==> src/rtl/adr_writeback_if.sv <==
// Register-file write-side bundle: ALU result, load-result handshake, the write/forwarding
// port, and FIFO status. master drives results, slave is the write-back block.
interface adr_writeback_if #(
  parameter int unsigned XLEN         = 32,
  parameter int unsigned REG_ADDR_LEN = 5,
  parameter int unsigned LQ_DEPTH     = 2
);
  localparam int unsigned CntW = $clog2(LQ_DEPTH) + 1;

  logic                    alu_valid_i;
  logic [REG_ADDR_LEN-1:0] alu_rd_i;
  logic [XLEN-1:0]         alu_data_i;
  logic                    load_valid_i;
  logic                    load_ready_o;
  logic [REG_ADDR_LEN-1:0] load_rd_i;
  logic [XLEN-1:0]         load_data_i;
  logic                    wb_valid_o;
  logic [REG_ADDR_LEN-1:0] wb_addr_o;
  logic [XLEN-1:0]         wb_data_o;
  logic [31:0]             pending_o;
  logic [CntW-1:0]         lq_count_o;

  modport master (
    output alu_valid_i, alu_rd_i, alu_data_i, load_valid_i, load_rd_i, load_data_i,
    input  load_ready_o, wb_valid_o, wb_addr_o, wb_data_o, pending_o, lq_count_o
  );

  modport slave (
    input  alu_valid_i, alu_rd_i, alu_data_i, load_valid_i, load_rd_i, load_data_i,
    output load_ready_o, wb_valid_o, wb_addr_o, wb_data_o, pending_o, lq_count_o
  );
endinterface

==> src/rtl/adr_writeback.sv <==
// Register-file write-port driver: ALU results take priority, load results are buffered in a
// small circular FIFO or cut through when it is empty. Writes to x0 never reach the port.
module adr_writeback #(
  parameter int unsigned XLEN         = 32,
  parameter int unsigned REG_ADDR_LEN = 5,
  parameter int unsigned LQ_DEPTH     = 2
) (
  input logic            clk,
  input logic            reset,
  adr_writeback_if.slave bus
);
  localparam int unsigned PtrW = $clog2(LQ_DEPTH);
  localparam int unsigned CntW = PtrW + 1;

  logic [REG_ADDR_LEN-1:0] lq_rd_q   [LQ_DEPTH];
  logic [XLEN-1:0]         lq_data_q [LQ_DEPTH];
  logic [PtrW-1:0]         rptr_q, wptr_q;
  logic [CntW-1:0]         count_q;

  logic                    wb_valid_q, wb_valid_d;
  logic [REG_ADDR_LEN-1:0] wb_addr_q, wb_addr_d;
  logic [XLEN-1:0]         wb_data_q, wb_data_d;

  logic load_ready, load_fire, lq_empty;
  logic alu_sel, head_sel, cut_sel, enq, deq;
  logic [31:0]     pending;
  logic [PtrW-1:0] slot_off;

  // Ready looks only at the registered count; a same-cycle dequeue does not free a slot.
  assign lq_empty   = (count_q == '0);
  assign load_ready = (count_q < CntW'(LQ_DEPTH)) && !reset;
  assign load_fire  = bus.load_valid_i && load_ready;

  assign alu_sel  = bus.alu_valid_i && (bus.alu_rd_i != '0);
  assign head_sel = !alu_sel && !lq_empty;
  assign cut_sel  = !alu_sel && lq_empty && load_fire && (bus.load_rd_i != '0);
  assign enq      = load_fire && (bus.load_rd_i != '0) && !cut_sel;
  assign deq      = head_sel;

  always_comb begin
    wb_valid_d = 1'b0;
    wb_addr_d  = '0;
    wb_data_d  = '0;
    if (alu_sel) begin
      wb_valid_d = 1'b1;
      wb_addr_d  = bus.alu_rd_i;
      wb_data_d  = bus.alu_data_i;
    end else if (head_sel) begin
      wb_valid_d = 1'b1;
      wb_addr_d  = lq_rd_q[rptr_q];
      wb_data_d  = lq_data_q[rptr_q];
    end else if (cut_sel) begin
      wb_valid_d = 1'b1;
      wb_addr_d  = bus.load_rd_i;
      wb_data_d  = bus.load_data_i;
    end
  end

  // A slot is live when its distance from the read pointer is below the occupancy.
  always_comb begin
    pending  = '0;
    slot_off = '0;
    for (int i = 0; i < LQ_DEPTH; i++) begin
      slot_off = PtrW'(i) - rptr_q;
      if ({1'b0, slot_off} < count_q) begin
        pending[lq_rd_q[i]] = 1'b1;
      end
    end
  end

  always_ff @(posedge clk) begin
    if (reset) begin
      wb_valid_q <= 1'b0;
      wb_addr_q  <= '0;
      wb_data_q  <= '0;
      rptr_q     <= '0;
      wptr_q     <= '0;
      count_q    <= '0;
    end else begin
      wb_valid_q <= wb_valid_d;
      wb_addr_q  <= wb_addr_d;
      wb_data_q  <= wb_data_d;
      if (enq) wptr_q <= wptr_q + PtrW'(1);
      if (deq) rptr_q <= rptr_q + PtrW'(1);
      count_q <= count_q + CntW'(enq) - CntW'(deq);
    end
  end

  always_ff @(posedge clk) begin
    if (enq) begin
      lq_rd_q[wptr_q]   <= bus.load_rd_i;
      lq_data_q[wptr_q] <= bus.load_data_i;
    end
  end

  assign bus.load_ready_o = load_ready;
  assign bus.wb_valid_o   = wb_valid_q;
  assign bus.wb_addr_o    = wb_addr_q;
  assign bus.wb_data_o    = wb_data_q;
  assign bus.pending_o    = pending;
  assign bus.lq_count_o   = count_q;
endmodule
==> src/flat_wrapper.sv <==
// flat-port wrapper written by rule: the top's interface ports become plain ports
module adr_writeback_flat 
#(
  parameter int unsigned XLEN         = 32,
  parameter int unsigned REG_ADDR_LEN = 5,
  parameter int unsigned LQ_DEPTH     = 2
)
  (clk, reset, bus_alu_valid_i, bus_alu_rd_i, bus_alu_data_i, bus_load_valid_i, bus_load_rd_i, bus_load_data_i, bus_load_ready_o, bus_wb_valid_o, bus_wb_addr_o, bus_wb_data_o, bus_pending_o, bus_lq_count_o);
  adr_writeback_if #(.XLEN(XLEN), .REG_ADDR_LEN(REG_ADDR_LEN), .LQ_DEPTH(LQ_DEPTH)) bus_i ();
  input logic clk;
  input logic reset;
  input wire logic [$bits(bus_i.alu_valid_i)-1:0] bus_alu_valid_i;
  input wire logic [$bits(bus_i.alu_rd_i)-1:0] bus_alu_rd_i;
  input wire logic [$bits(bus_i.alu_data_i)-1:0] bus_alu_data_i;
  input wire logic [$bits(bus_i.load_valid_i)-1:0] bus_load_valid_i;
  input wire logic [$bits(bus_i.load_rd_i)-1:0] bus_load_rd_i;
  input wire logic [$bits(bus_i.load_data_i)-1:0] bus_load_data_i;
  output wire logic [$bits(bus_i.load_ready_o)-1:0] bus_load_ready_o;
  output wire logic [$bits(bus_i.wb_valid_o)-1:0] bus_wb_valid_o;
  output wire logic [$bits(bus_i.wb_addr_o)-1:0] bus_wb_addr_o;
  output wire logic [$bits(bus_i.wb_data_o)-1:0] bus_wb_data_o;
  output wire logic [$bits(bus_i.pending_o)-1:0] bus_pending_o;
  output wire logic [$bits(bus_i.lq_count_o)-1:0] bus_lq_count_o;
  assign bus_i.alu_valid_i = bus_alu_valid_i;
  assign bus_i.alu_rd_i = bus_alu_rd_i;
  assign bus_i.alu_data_i = bus_alu_data_i;
  assign bus_i.load_valid_i = bus_load_valid_i;
  assign bus_i.load_rd_i = bus_load_rd_i;
  assign bus_i.load_data_i = bus_load_data_i;
  assign bus_load_ready_o = bus_i.load_ready_o;
  assign bus_wb_valid_o = bus_i.wb_valid_o;
  assign bus_wb_addr_o = bus_i.wb_addr_o;
  assign bus_wb_data_o = bus_i.wb_data_o;
  assign bus_pending_o = bus_i.pending_o;
  assign bus_lq_count_o = bus_i.lq_count_o;
  adr_writeback #(.XLEN(XLEN), .REG_ADDR_LEN(REG_ADDR_LEN), .LQ_DEPTH(LQ_DEPTH)) u_core (.clk(clk), .reset(reset), .bus(bus_i));
endmodule
==> config.mk <==
export PLATFORM = sky130hd
export DESIGN_NAME = adr_writeback_flat
export DESIGN_NICKNAME = d
export VERILOG_FILES = /design/src/rtl/adr_writeback_if.sv /design/src/rtl/adr_writeback.sv /design/src/flat_wrapper.sv
export SDC_FILE = /design/constraint.sdc
export NUM_CORES = 1
export LEC_CHECK = 0
export ABC_AREA = 1
export CAP_MARGIN = 5
export CORE_ASPECT_RATIO = 0.7
export CORE_MARGIN = 2
export CORE_UTILIZATION = 30
export CTS_CLUSTER_SIZE = 8
export DETAILED_ROUTE_END_ITERATION = 8
export SETUP_SLACK_MARGIN = 0.05
export SLEW_MARGIN = 0
export SYNTH_ARGS = -nofsm -noshare
export SYNTH_HDL_FRONTEND = slang
export SYNTH_SLANG_ARGS = --single-unit
export TNS_END_PERCENT = 50
==> constraint.sdc <==
create_clock -name clk -period 3.9 [get_ports clk]
set_clock_uncertainty 0.1 [all_clocks]
set_input_delay 0.585 -clock clk [delete_from_list [all_inputs] [get_ports clk]]
set_output_delay 0.585 -clock clk [all_outputs]
set_load 0.01 [all_outputs]
Word-level counts from Yosys, hierarchy flattened
Memory sizes are Yosys's and may differ from the RTL's. A register that Yosys moved wholly into a read port is not among the register bits. Cells that the tools add are included.

Add/sub/neg operators: 6. Magnitude comparators: 7. Muxes and demuxes: 21. Bitwise gates (word level): 1. Reductions and logical operators: 18.

Operator list (count): 2-to-1 mux 32 bit (5); bitwise OR 32 bit (1); 2-to-1 mux 5 bit (3); less-than comparator 5 x 6 -> 1 bit, second input constant (2); logical AND 1 bit (11); 2-to-1 mux 1 bit (11); demux 1 bit (select 5 bit) (2); greater-or-equal comparator 5 x 1 -> 1 bit, second input constant (2); nonzero test 5 bit (2); zero test 1 bit (4); less-than comparator 1 x 2 -> 1 bit (2); adder 1 bit, second input constant (2); adder 2 x 1 -> 2 bit (1); zero test 2 bit (1); less-than comparator 2 bit, second input constant (1); subtractor 1 bit, first input constant (2); subtractor 2 x 1 -> 2 bit (1).

Register bits: 42. RAM bits: 74. Input bits: 78. Output and inout bits: 73. Word-level logic and storage cells: 61. Memories: 2.

Memory list: u_core.lq_data_q (words 2, width 32, rd ports 1, clocked after memory_dff 1, wr ports 1, line adr_writeback.sv:16) `logic [XLEN-1:0] lq_data_q [LQ_DEPTH];`; u_core.lq_rd_q (words 2, width 5, rd ports 3, clocked after memory_dff 1, wr ports 1, line adr_writeback.sv:15) `logic [REG_ADDR_LEN-1:0] lq_rd_q [LQ_DEPTH];`.

Logic depth before layout (Yosys ltp)
Depth in word-level cells: 10. Mapped depth: 12. Mapped depth without buffers: 11.

Worst setup path after synthesis
OpenSTA, ideal clock, no wires.

Path kind: input-to-reg. Start: input port reset. End: memory u_core.lq_data_q[1][0], enable pin. Setup time: 0.431 ns. Arrival: 2.645 ns. Required time: 3.369 ns. Path slack: 0.724 ns. Stages: 5. Path buffers: 0. Cell sequence: nor3b_1 > nand2_1 > inv_1 > nand2_1 > nor2_1.

Cells in the longest elaborated chain, start to end: 9. Elaborated cells between the ends (all ways): 10. Those cells by class: mux (2); reduce/logical (8).

Ends and longest elaborated chain: start: declaration (line flat_wrapper.sv:11) `input logic reset;`; zero test 1 bit (*) (line adr_writeback.sv:31) `assign load_ready = (count_q < CntW'(LQ_DEPTH)) && !reset;`; logical AND 1 bit (*) (line adr_writeback.sv:31); logical AND 1 bit (*) (line adr_writeback.sv:32) `assign load_fire = bus.load_valid_i && load_ready;`; logical AND 1 bit (2 in series) (line adr_writeback.sv:36) `assign cut_sel = !alu_sel && lq_empty && load_fire && (bus.load_rd_i != '0);`; zero test 1 bit (line adr_writeback.sv:37) `assign enq = load_fire && (bus.load_rd_i != '0) && !cut_sel;`; logical AND 1 bit (*) (line adr_writeback.sv:37); 2-to-1 mux 1 bit (*) (line adr_writeback.sv:90) `if (enq) begin`; 2-to-1 mux 1 bit (implied by the code) (*) (line adr_writeback.sv:92) `lq_data_q[wptr_q] <= bus.load_data_i;`; end: declaration (line adr_writeback.sv:16).

Every way passes the cells marked *; elsewhere a longest branch is shown, timed or not.

Worst setup path after layout
Start: register u_core.count_q[1], in the netlist u_core.bus.lq_count_o[1]. End: output port bus_pending_o[21].

Cells in the longest elaborated chain, start to end: 4. Elaborated cells between the ends (all ways): 5. Those cells by class: order compare (2); mux (2); bitwise (1).

Ends and longest elaborated chain: start: declaration (line adr_writeback.sv:18) `logic [CntW-1:0] count_q;`; start signal: assignment (line adr_writeback.sv:85) `count_q <= count_q + CntW'(enq) - CntW'(deq);`; less-than comparator 1 x 2 -> 1 bit (line adr_writeback.sv:65) `if ({1'b0, slot_off} < count_q) begin`; 2-to-1 mux 32 bit (line adr_writeback.sv:65); bitwise OR 32 bit (no source line); 2-to-1 mux 32 bit (*) (line adr_writeback.sv:65); end: declaration (line flat_wrapper.sv:22) `output wire logic [$bits(bus_i.pending_o)-1:0] bus_pending_o;`.

Marks and branches as above.

==> metrics.txt <==
Avg WL per Cell 16.03 um; FP Rows 39; CP endpoint kind output pin; Reg power frac 0.396; Vias between 4,000 and 5,000; Met2 Wirelength approximately 6800 um; Core ar. roughly 0.016 mm2; layout cells sized above 1 0.07022; max-cap violation count 0; Switching Power between 1 and 1.5 mW; period utilisation layout 0.8725; Power Internal ~2.7 mW; Pwr Density 520.8 mW/mm2; Setup TNS 0 ps; Post-CTS Setup Repair Bufs 0; Die Y about 110 um; Mapped Avg Cell Area ~9 um2; Routed met1 length 6879 um; Combinational Power Share 0.209; pin count of the biggest net entering global routing 76; synth warn 0; worst min path class register to register; r2r setup slk roughly 1400 ps; clock share of power 0.395; Final setup viols 0; worst hold path endpoint u_core.wptr_q; vias in the first global route between 4,000 and 5,000; Worst R2R End u_core.bus.wb_data_o[23]; share of the synthesized area in the top cell type 0.4347; Clock Pin Slew Worst Setup and Hold Paths roughly 60 ps; Setup WS post-layout approximately 500 ps; Synth area leaders edfxtp_1 43%, dfxtp_1 17%, nand2_1 7.9%; clock sink count between 100 and 150; Initial Util 0.3100; Post-synth top flop edfxtp_1; worst slew pin tran between 1000 and 1500 ps; number of synthesized flops with an enable pin 74; Post-DP HPWL roughly 10,000 um; port bufs 150; min Tclk post-route 3403 ps; clk buf depth 2; syn nets between 600 and 700; cells on worst reg2reg path 5; Final Hold Violating Endpoints 0; # diodes 0; CP arrival around 2700 ps; I/O Pins between 150 and 200; Clock Latency Late Sink about 400 ps; Peak Freq between 0.2 and 0.3 GHz; hold path start u_core.wptr_q; DRC errors left 0; Resized Gates After CTS 0; Synth async-reset ratio 0; Via density 4.867; metal3 WL between 1000 and 1500 um; LEAKAGE roughly 2.7 nW; Final #Nets ~800; WP data required between 3000 and 4000 ps; dpl ws a little under 800 ps; Die Span X 160.0 um; RSZ-0062 raised after global routing false; sw frac 0.2930; first-pass GRT wire length 23,260 um; Netlist cell types 23; Slew Viols, Final 0; largest area contributor in the netlist edfxtp_1; multi-input logic area approximately 0.0017 mm2; CTS tree yes; initial antenna violation count 1; Synth Cell Area around 0.0051 mm2; CP max FO 8; most numerous cell in the Yosys netlist nand2_1; Routed Antenna Nets 0; RePlAce Congestion a little over 0.9; root buffer cell clkbuf_16; CP Class register to output pin; outcome finished, final reports clean; Reg area 0.003084 mm2; synthesis-to-finish area growth 44.49%; startpoint types register; CTS Hold Bufs 0; Num CTS Buffers 17; slew margin rel. 0.2670; Fill cells ~1,600; initial DRC count ~310; register area share after synthesis 0.6030; Detailed Route WL ~15,000 um; Hold Crit Depth 2; Post-synth top cells 108 x nand2_1, 80 x o21ai_0, 74 x edfxtp_1; drt pass-1 iters 6; Max Used Layer met5; die area 0.01812 mm2; Overflow after GRT 0; gr usage total 0.1646; #FFs+latches synth around 120; H-tree Lvls 4; Max VDD drop between 0.2 and 0.3 mV; Cells after Synth 552
cells in the final DEF, fill, tap and decap left out, types with 2 or more instances in the layout:
master	netlist	routed
a21oi_1	37	37
a21oi_2	6	6
buf_4	1	4
bufinv_16	0	2
clkbuf_16	0	17
clkdlybuf4s50_1	0	150
clkinv_4	0	6
clkinvlp_4	0	4
dfxtp_1	43	42
edfxtp_1	74	74
inv_1	53	52
nand2_1	108	107
nand2_2	1	2
nand3_1	24	24
nor2_1	57	56
nor2_2	2	2
nor2_4	1	2
nor3_1	10	10
o21ai_0	80	80
o21ai_1	2	2
o31ai_1	23	23
critical path, cell delays in order, from the launching register on:
cell and delay (ps):
dfxtp_1 500, a21oi_1 160, nor3_1 780, nand2_1 140
o21ai_0 160, clkdlybuf4s50_1 580
cells by family after synthesis:
family / synth area share
flops: 0.6030
fa+ha+maj: 0.002447
compound gates: 0.1605
simple gates: 0.1630
buf+inv: 0.06926
xor+xnor: 0.001713
through the flow:
stage | std cells | power, mW | util | hold slack [ps] | instance area (um2)
floorplan | 552 | 1.985 | - | 333.7 | 5112
global placement | 905 | 2.331 | 0.4124 | 355.5 | 6802
detailed placement | 905 | 2.347 | 0.4124 | 373.1 | 6802
CTS | 937 | 3.879 | 0.4479 | 381.8 | 7387
global route | 937 | 4.036 | 0.4479 | 412.0 | 7387
finish | 937 | 3.847 | 0.4479 | 387.2 | 7387
worst max path at each step:
stage	slack, ps	startpoint	endpoint
4_1_cts	610	u_core.bus.lq_count_o[1]	bus_pending_o[21]
6_report	500	u_core.bus.lq_count_o[1]	bus_pending_o[21]
3_3_place_gp	850	bus_alu_rd_i[4]	u_core.bus.lq_count_o[1]
5_1_grt	370	u_core.bus.lq_count_o[1]	bus_pending_o[21]
3_5_place_dp	780	bus_alu_rd_i[4]	u_core.bus.lq_count_o[1]
2_1_floorplan	720	reset	u_core.lq_data_q[1][0]
registers in the layout, summed over array words and instances, names as in the netlist, named ones only:
signal / cells
u_core.bus.wb_addr_o: 5
u_core.lq_data_q: 64
u_core.bus.lq_count_o: 2
u_core.wptr_q: 1
u_core.lq_rd_q: 10
u_core.rptr_q: 1
u_core.bus.wb_data_o: 32
u_core.bus.wb_valid_o: 1
power groups by stage:
| stage | Clock [mW] | Sequential (mW) | Combinational [mW] |
|---|---|---|---|
| CTS | 1.55 | 1.52 | 0.809 |
| floorplan | 0 | 1.53 | 0.455 |
| global route | 1.61 | 1.54 | 0.889 |
| detailed placement | 0 | 1.55 | 0.799 |
| finish | 1.52 | 1.52 | 0.805 |
| global placement | 0 | 1.55 | 0.785 |
metal layers:
| layer | global-route usage | vias to the layer above |
|---|---|---|
| li1 | - | 2176 |
| met1 | 0.2241 | 2158 |
| met2 | 0.2574 | 214 |
| met3 | 0.04985 | 10 |
| met4 | 0.04144 | 2 |
| met5 | 0 | - |
final cells by class:
class | instances | area share
Inverter | 53 | 0.02693
Sequential cell | 117 | 0.4175
Timing Repair Buffer | 155 | 0.2100
Tap cell | 225 | 0.03811
Multi-Input combinational cell | 355 | 0.2282
Clock buffer | 18 | 0.05810
Clock inverter | 14 | 0.02117
Power figures use the tool's default switching activity.
==> RTL change 1: new RTL, same flow settings <==
`wb_data_q` no longer has a reset.
--- a/src/rtl/adr_writeback.sv
+++ b/src/rtl/adr_writeback.sv
@@ -72,18 +72,20 @@
     if (reset) begin
       wb_valid_q <= 1'b0;
       wb_addr_q  <= '0;
-      wb_data_q  <= '0;
       rptr_q     <= '0;
       wptr_q     <= '0;
       count_q    <= '0;
     end else begin
       wb_valid_q <= wb_valid_d;
       wb_addr_q  <= wb_addr_d;
-      wb_data_q  <= wb_data_d;
       if (enq) wptr_q <= wptr_q + PtrW'(1);
       if (deq) rptr_q <= rptr_q + PtrW'(1);
       count_q <= count_q + CntW'(enq) - CntW'(deq);
     end
+  end
+
+  always_ff @(posedge clk) begin
+    wb_data_q <= wb_data_d;
   end
 
   always_ff @(posedge clk) begin
Check against the original RTL: not equivalent (a bounded check fails within 4 cycles, from zero or initial values and one cycle with reset high).
==> RTL change 1 against the original RTL <==
Design area is 0.88% lower. Wire length fell by 15%. Maximum frequency is 9.5% higher. Clock power grew 13%. Sequential cell count stayed put. Global-route usage fell by 1.7 points. Area after synthesis shrank 3.2%. Setup slack improved by 290 ps. First-iteration DRC count is 14% lower. Core utilization grew 0.27 points. Non-clock buffer count decreased by 4. Synthesized cell count is 15% lower. Total power increased by 5.7%.
==> RTL change 1: results (changes against the original RTL) <==
[placement] placed cell count 831 [-8.2%]
[global_routing] antenna violations before repair 0 [-1]
[cells_and_area] share of layout cells above drive strength 1 13.8% [+6.8 points]
[sta] f_max 0.322 GHz [+9.5%]
[cells_and_area] layout filler cell count 1524 [-4.3%]
[clock_tree] clock-pin transition on the worst setup and hold timing paths 60 ps [about the same]
[run_status] status finished, final reports clean
[placement] DP Worst Slack 977 ps [+192 ps]
[critical_path] internal reg-to-reg setup slack 1630 ps [+260 ps]
[critical_path] capture instance of the worst register-to-register path u_core.lq_data_q[1][16]
[synth] biggest area contributors in the synthesized netlist edfxtp_1 (45%), dfxtp_1 (17%), nand2_1 (11%)
[global_routing] wire length of the first global-routing pass 20100 um [-13%]
[global_routing] vias in the first global route 3902 [-11%]
[placement] port bufs 150 [unchanged]
[critical_path] capturing element of the worst setup path bus_pending_o[13]
[detailed_routing] drt first-iter violations 271 [-14%]
[global_routing] overall track demand over capacity in global routing 14.8% [-1.7 points]
[detailed_routing] iteration count of the initial detailed-routing pass 5 [-1]
[synth] multiplexer area fraction after synthesis 7.28% [+7.3 points]
[clock_tree] Clock Path Buffers 2 [unchanged]
[synth] cell types with the highest counts after synthesis nand2_1 (140), edfxtp_1 (74), nand3_1 (47)
[synth] unique cell type count in the Yosys netlist 29 [+26%]
[cells_and_area] # nets final 704 [-9.5%]
[placement] Post-Place Cell Area 6670 um2 [-2.0%]
[detailed_routing] per-cell via count in the routed design 4.57 [-6.1%]
[placement] Routability Congestion 0.762 [-18%]
[critical_path] CP Data Arrival Time 2420 ps [-300 ps]
[placement] detailed-placement wirelength estimate 8670 um [-14%]
[hold_path] worst min path class reg -> reg
[power] static power due to leakage 2.65 nW [-2.1%]
[critical_path] number of cell instances on the worst register-to-register path 6 [+1]
[sta] Tightest Pin Transition 962 ps [-136 ps]
[synth] post-synthesis adder-cell area fraction 0.253% [+0.0081 points]
[synth] post-synthesis sequential area ratio 62.3% [+2.0 points]
[power] Switching Share 26.3% [-3.0 points]
[synth] number of nets in the synthesized netlist 548 [-13%]
[synth] Post-Synth XOR/XNOR Area 0.177% [+0.0057 points]
[critical_path] critical-path cell with the highest stage delay clkdlybuf4s50_1
[synth] Synth Area per Inst 10.6 um2 [+14%]
[cells_and_area] post-route non-filler standard cell count 863 [-7.9%]
[critical_path] highest cell delay on the worst timing path 560 ps [-220 ps]
[power] worst ir drop on vdd 0.273 mV [-1.3%]
[clock_tree] number of gates resized after CTS 0 [unchanged]
[synth] synthesized-area fraction occupied by ao, oa, aoi and oai cells 6.04% [-10 points]
[global_routing] largest net degree at the start of global routing 43 [-43%]
[synth] yosys synthesis warning count 0 [unchanged]
[detailed_routing] drt wl/cell 14.8 um [-7.5%]
[cells_and_area] antenna diode instance count 0 [unchanged]
RTL change 1: worst min path at each step:
stage / cells after the start / endpoint / from / slack [ps]
CTS: 2 / u_core.wptr_q / u_core.wptr_q / 370
detailed placement: 2 / u_core.wptr_q / u_core.wptr_q / 360
global route: 2 / u_core.wptr_q / u_core.wptr_q / 400
finish: 2 / u_core.wptr_q / u_core.wptr_q / 370
global placement: 2 / u_core.wptr_q / u_core.wptr_q / 360
floorplan: 2 / u_core.wptr_q / u_core.wptr_q / 330
RTL change 1: power groups by stage:
stage | Sequential [mW] | Clock (mW) | Combinational (mW)
after global placement | 1.58 | 0 | 0.777
after CTS | 1.56 | 1.76 | 0.797
after global routing | 1.57 | 1.80 | 0.866
final | 1.55 | 1.72 | 0.792
after floorplan | 1.57 | 0 | 0.427
after detailed placement | 1.58 | 0 | 0.789
RTL change 1: critical path: cells and delay by family (launching register included):
kind | cells | cell delay [ps]
AOI/OAI and AO/OA | 2 | 250
buffers and inverters | 1 | 560
DFF | 1 | 550
and+or+nand+nor | 2 | 660
RTL change 1: metal layers:
metal	part of all wire (%)	GRT usage, %	vias up
li1	-	-	1936
met1	46	19.4	1854
met2	46	23.3	150
met3	7.2	5.18	4
met4	0.30	3.82	0
met5	0	0	-
RTL change 1: cell families after synthesis:
family / after synthesis
XOR/XNOR: 1
AND/OR/NAND/NOR: 220
AO/OA/AOI/OAI: 59
flip-flops: 117
adder cells (fa/ha/maj): 1
buffers and inverters: 39
multiplexers: 32
RTL change 1: final cells by class:
type,instances,area share (%)
Clock buffer,17,5.81
Sequential cell,117,42.1
Multi-Input combinational cell,313,23.0
Inverter,25,1.32
Timing Repair Buffer,151,20.8
Clock inverter,15,3.13
Tap cell,225,3.84
==> RTL change 2: new RTL, same settings <==
Made on the original files. `LQ_DEPTH` is set to 2 in 3 places; all go to 4.
--- a/src/rtl/adr_writeback_if.sv
+++ b/src/rtl/adr_writeback_if.sv
@@ -3,7 +3,7 @@
 interface adr_writeback_if #(
   parameter int unsigned XLEN         = 32,
   parameter int unsigned REG_ADDR_LEN = 5,
-  parameter int unsigned LQ_DEPTH     = 2
+  parameter int unsigned LQ_DEPTH     = 4
 );
   localparam int unsigned CntW = $clog2(LQ_DEPTH) + 1;
 
--- a/src/rtl/adr_writeback.sv
+++ b/src/rtl/adr_writeback.sv
@@ -3,7 +3,7 @@
 module adr_writeback #(
   parameter int unsigned XLEN         = 32,
   parameter int unsigned REG_ADDR_LEN = 5,
-  parameter int unsigned LQ_DEPTH     = 2
+  parameter int unsigned LQ_DEPTH     = 4
 ) (
   input logic            clk,
   input logic            reset,
--- a/src/flat_wrapper.sv
+++ b/src/flat_wrapper.sv
@@ -3,7 +3,7 @@
 #(
   parameter int unsigned XLEN         = 32,
   parameter int unsigned REG_ADDR_LEN = 5,
-  parameter int unsigned LQ_DEPTH     = 2
+  parameter int unsigned LQ_DEPTH     = 4
 )
   (clk, reset, bus_alu_valid_i, bus_alu_rd_i, bus_alu_data_i, bus_load_valid_i, bus_load_rd_i, bus_load_data_i, bus_load_ready_o, bus_wb_valid_o, bus_wb_addr_o, bus_wb_data_o, bus_pending_o, bus_lq_count_o);
   adr_writeback_if #(.XLEN(XLEN), .REG_ADDR_LEN(REG_ADDR_LEN), .LQ_DEPTH(LQ_DEPTH)) bus_i ();
Interface: changed (resized bus_lq_count_o); port bits go from 151 to 152. The function was not compared with the original's and may differ.
==> RTL change 2 against the original RTL <==
Sequential cell count is 78 higher. Sequential share of layout area grew 2.4 points. Non-clock buffer count is 17 higher. Critical endpoint is now bus_pending_o[7]. Sequential power is 65% higher. Area after synthesis increased by 86%. First-iteration DRC count grew 120%. Clock power grew 14%. Wire length grew 89%. Highest routed layer is now met4. Worst hold slack improved by 41 ps. Total power increased by 70%. Die area increased by 83%. Setup slack worse by 140 ps. Largest cell class unchanged. Design area is 65% higher.
==> RTL change 2: results (changes against the original RTL) <==
[clock_tree] clock latency reported for the late side of the worst-skew pair 440 ps [+40 ps]
[synth] number of nets in the synthesized netlist 1214 [+92%]
[synth] unique cell type count in the Yosys netlist 30 [+30%]
[cells_and_area] layout filler cell count 3138 [+97%]
[detailed_routing] drt first-iter violations 687 [+120%]
[global_routing] antenna violations before repair 0 [-1]
[power] internal power component 4.09 mW [+51%]
[synth] post-synthesis adder-cell area fraction 1.52% [+1.3 points]
[placement] Post-Place Cell Area 11500 um2 [+70%]
[global_routing] met1 capacity usage during global routing 24.3% [+1.8 points]
[synth] number of synthesized flops with an enable pin 148 [+100%]
[detailed_routing] total met2 wirelength after detailed routing 12800 um [+88%]
[global_routing] wire length of the first global-routing pass 44300 um [+90%]
[detailed_routing] count of vias placed by the detailed router 8042 [+76%]
[synth] cell types with the highest counts after synthesis nand2_1 (391), inv_1 (159), edfxtp_1 (148)
[cells_and_area] max reg flops 128 [+100%]
[synth] Synth Area per Inst 8.47 um2 [-8.6%]
[detailed_routing] Metal-1 WL 13500 um [+97%]
[placement] DP Worst Slack 617 ps [-167 ps]
[detailed_routing] per-cell via count in the routed design 4.72 [-3.0%]
[detailed_routing] iteration count of the initial detailed-routing pass 5 [-1]
[synth] biggest area contributors in the synthesized netlist edfxtp_1 (47%), nand2_1 (15%), dfxtp_1 (9.9%)
[global_routing] largest net degree at the start of global routing 75 [-1.3%]
[synth] synthesized-area fraction occupied by ao, oa, aoi and oai cells 4.26% [-12 points]
[critical_path] highest cell delay on the worst timing path 570 ps [-210 ps]
[sta] Tightest Pin Transition 1170 ps [+73.0 ps]
[critical_path] critical-path cell with the highest stage delay clkdlybuf4s50_1
[run_status] status finished, final reports clean
[detailed_routing] highest signal layer in the routed design met4
[power] clock group total power 1.73 mW [+14%]
[placement] detailed-placement wirelength estimate 19100 um [+91%]
[synth] post-synthesis sequential area ratio 56.5% [-3.8 points]
[power] worst ir drop on vdd 0.330 mV [+19%]
[RTL change 2: cell types whose count changed in the layout (fill, tap and decap cells not counted), moves of 45 or more]
cell / before / now
inv_1: 52 / 158
edfxtp_1: 74 / 148
o21ai_0: 80 / 30
nand4_1: 1 / 46
nand2_1: 107 / 391
nand3_1: 24 / 117
[RTL change 2: area by class of cell]
| class | instances | share of cell area (%) |
|---|---|---|
| multi-input combinational | 724 | 27.6 |
| sequential | 195 | 44.2 |
| clock buffer | 17 | 3.49 |
| clock inverter | 15 | 1.29 |
| inverter | 161 | 4.95 |
| timing repair buffer | 172 | 14.2 |
| tap | 420 | 4.31 |
[RTL change 2: path summary, 6_finish.rpt]
path,start,endpoint,slack (ps),cells after the start
max,u_core.rptr_q[1],bus_pending_o[7],360,9
min,u_core.bus.lq_count_o[1],u_core.bus.lq_count_o[2],430,1
max reg2reg,u_core.bus.lq_count_o[2],u_core.bus.lq_count_o[2],1080,13
min reg2reg,u_core.bus.lq_count_o[1],u_core.bus.lq_count_o[2],430,1
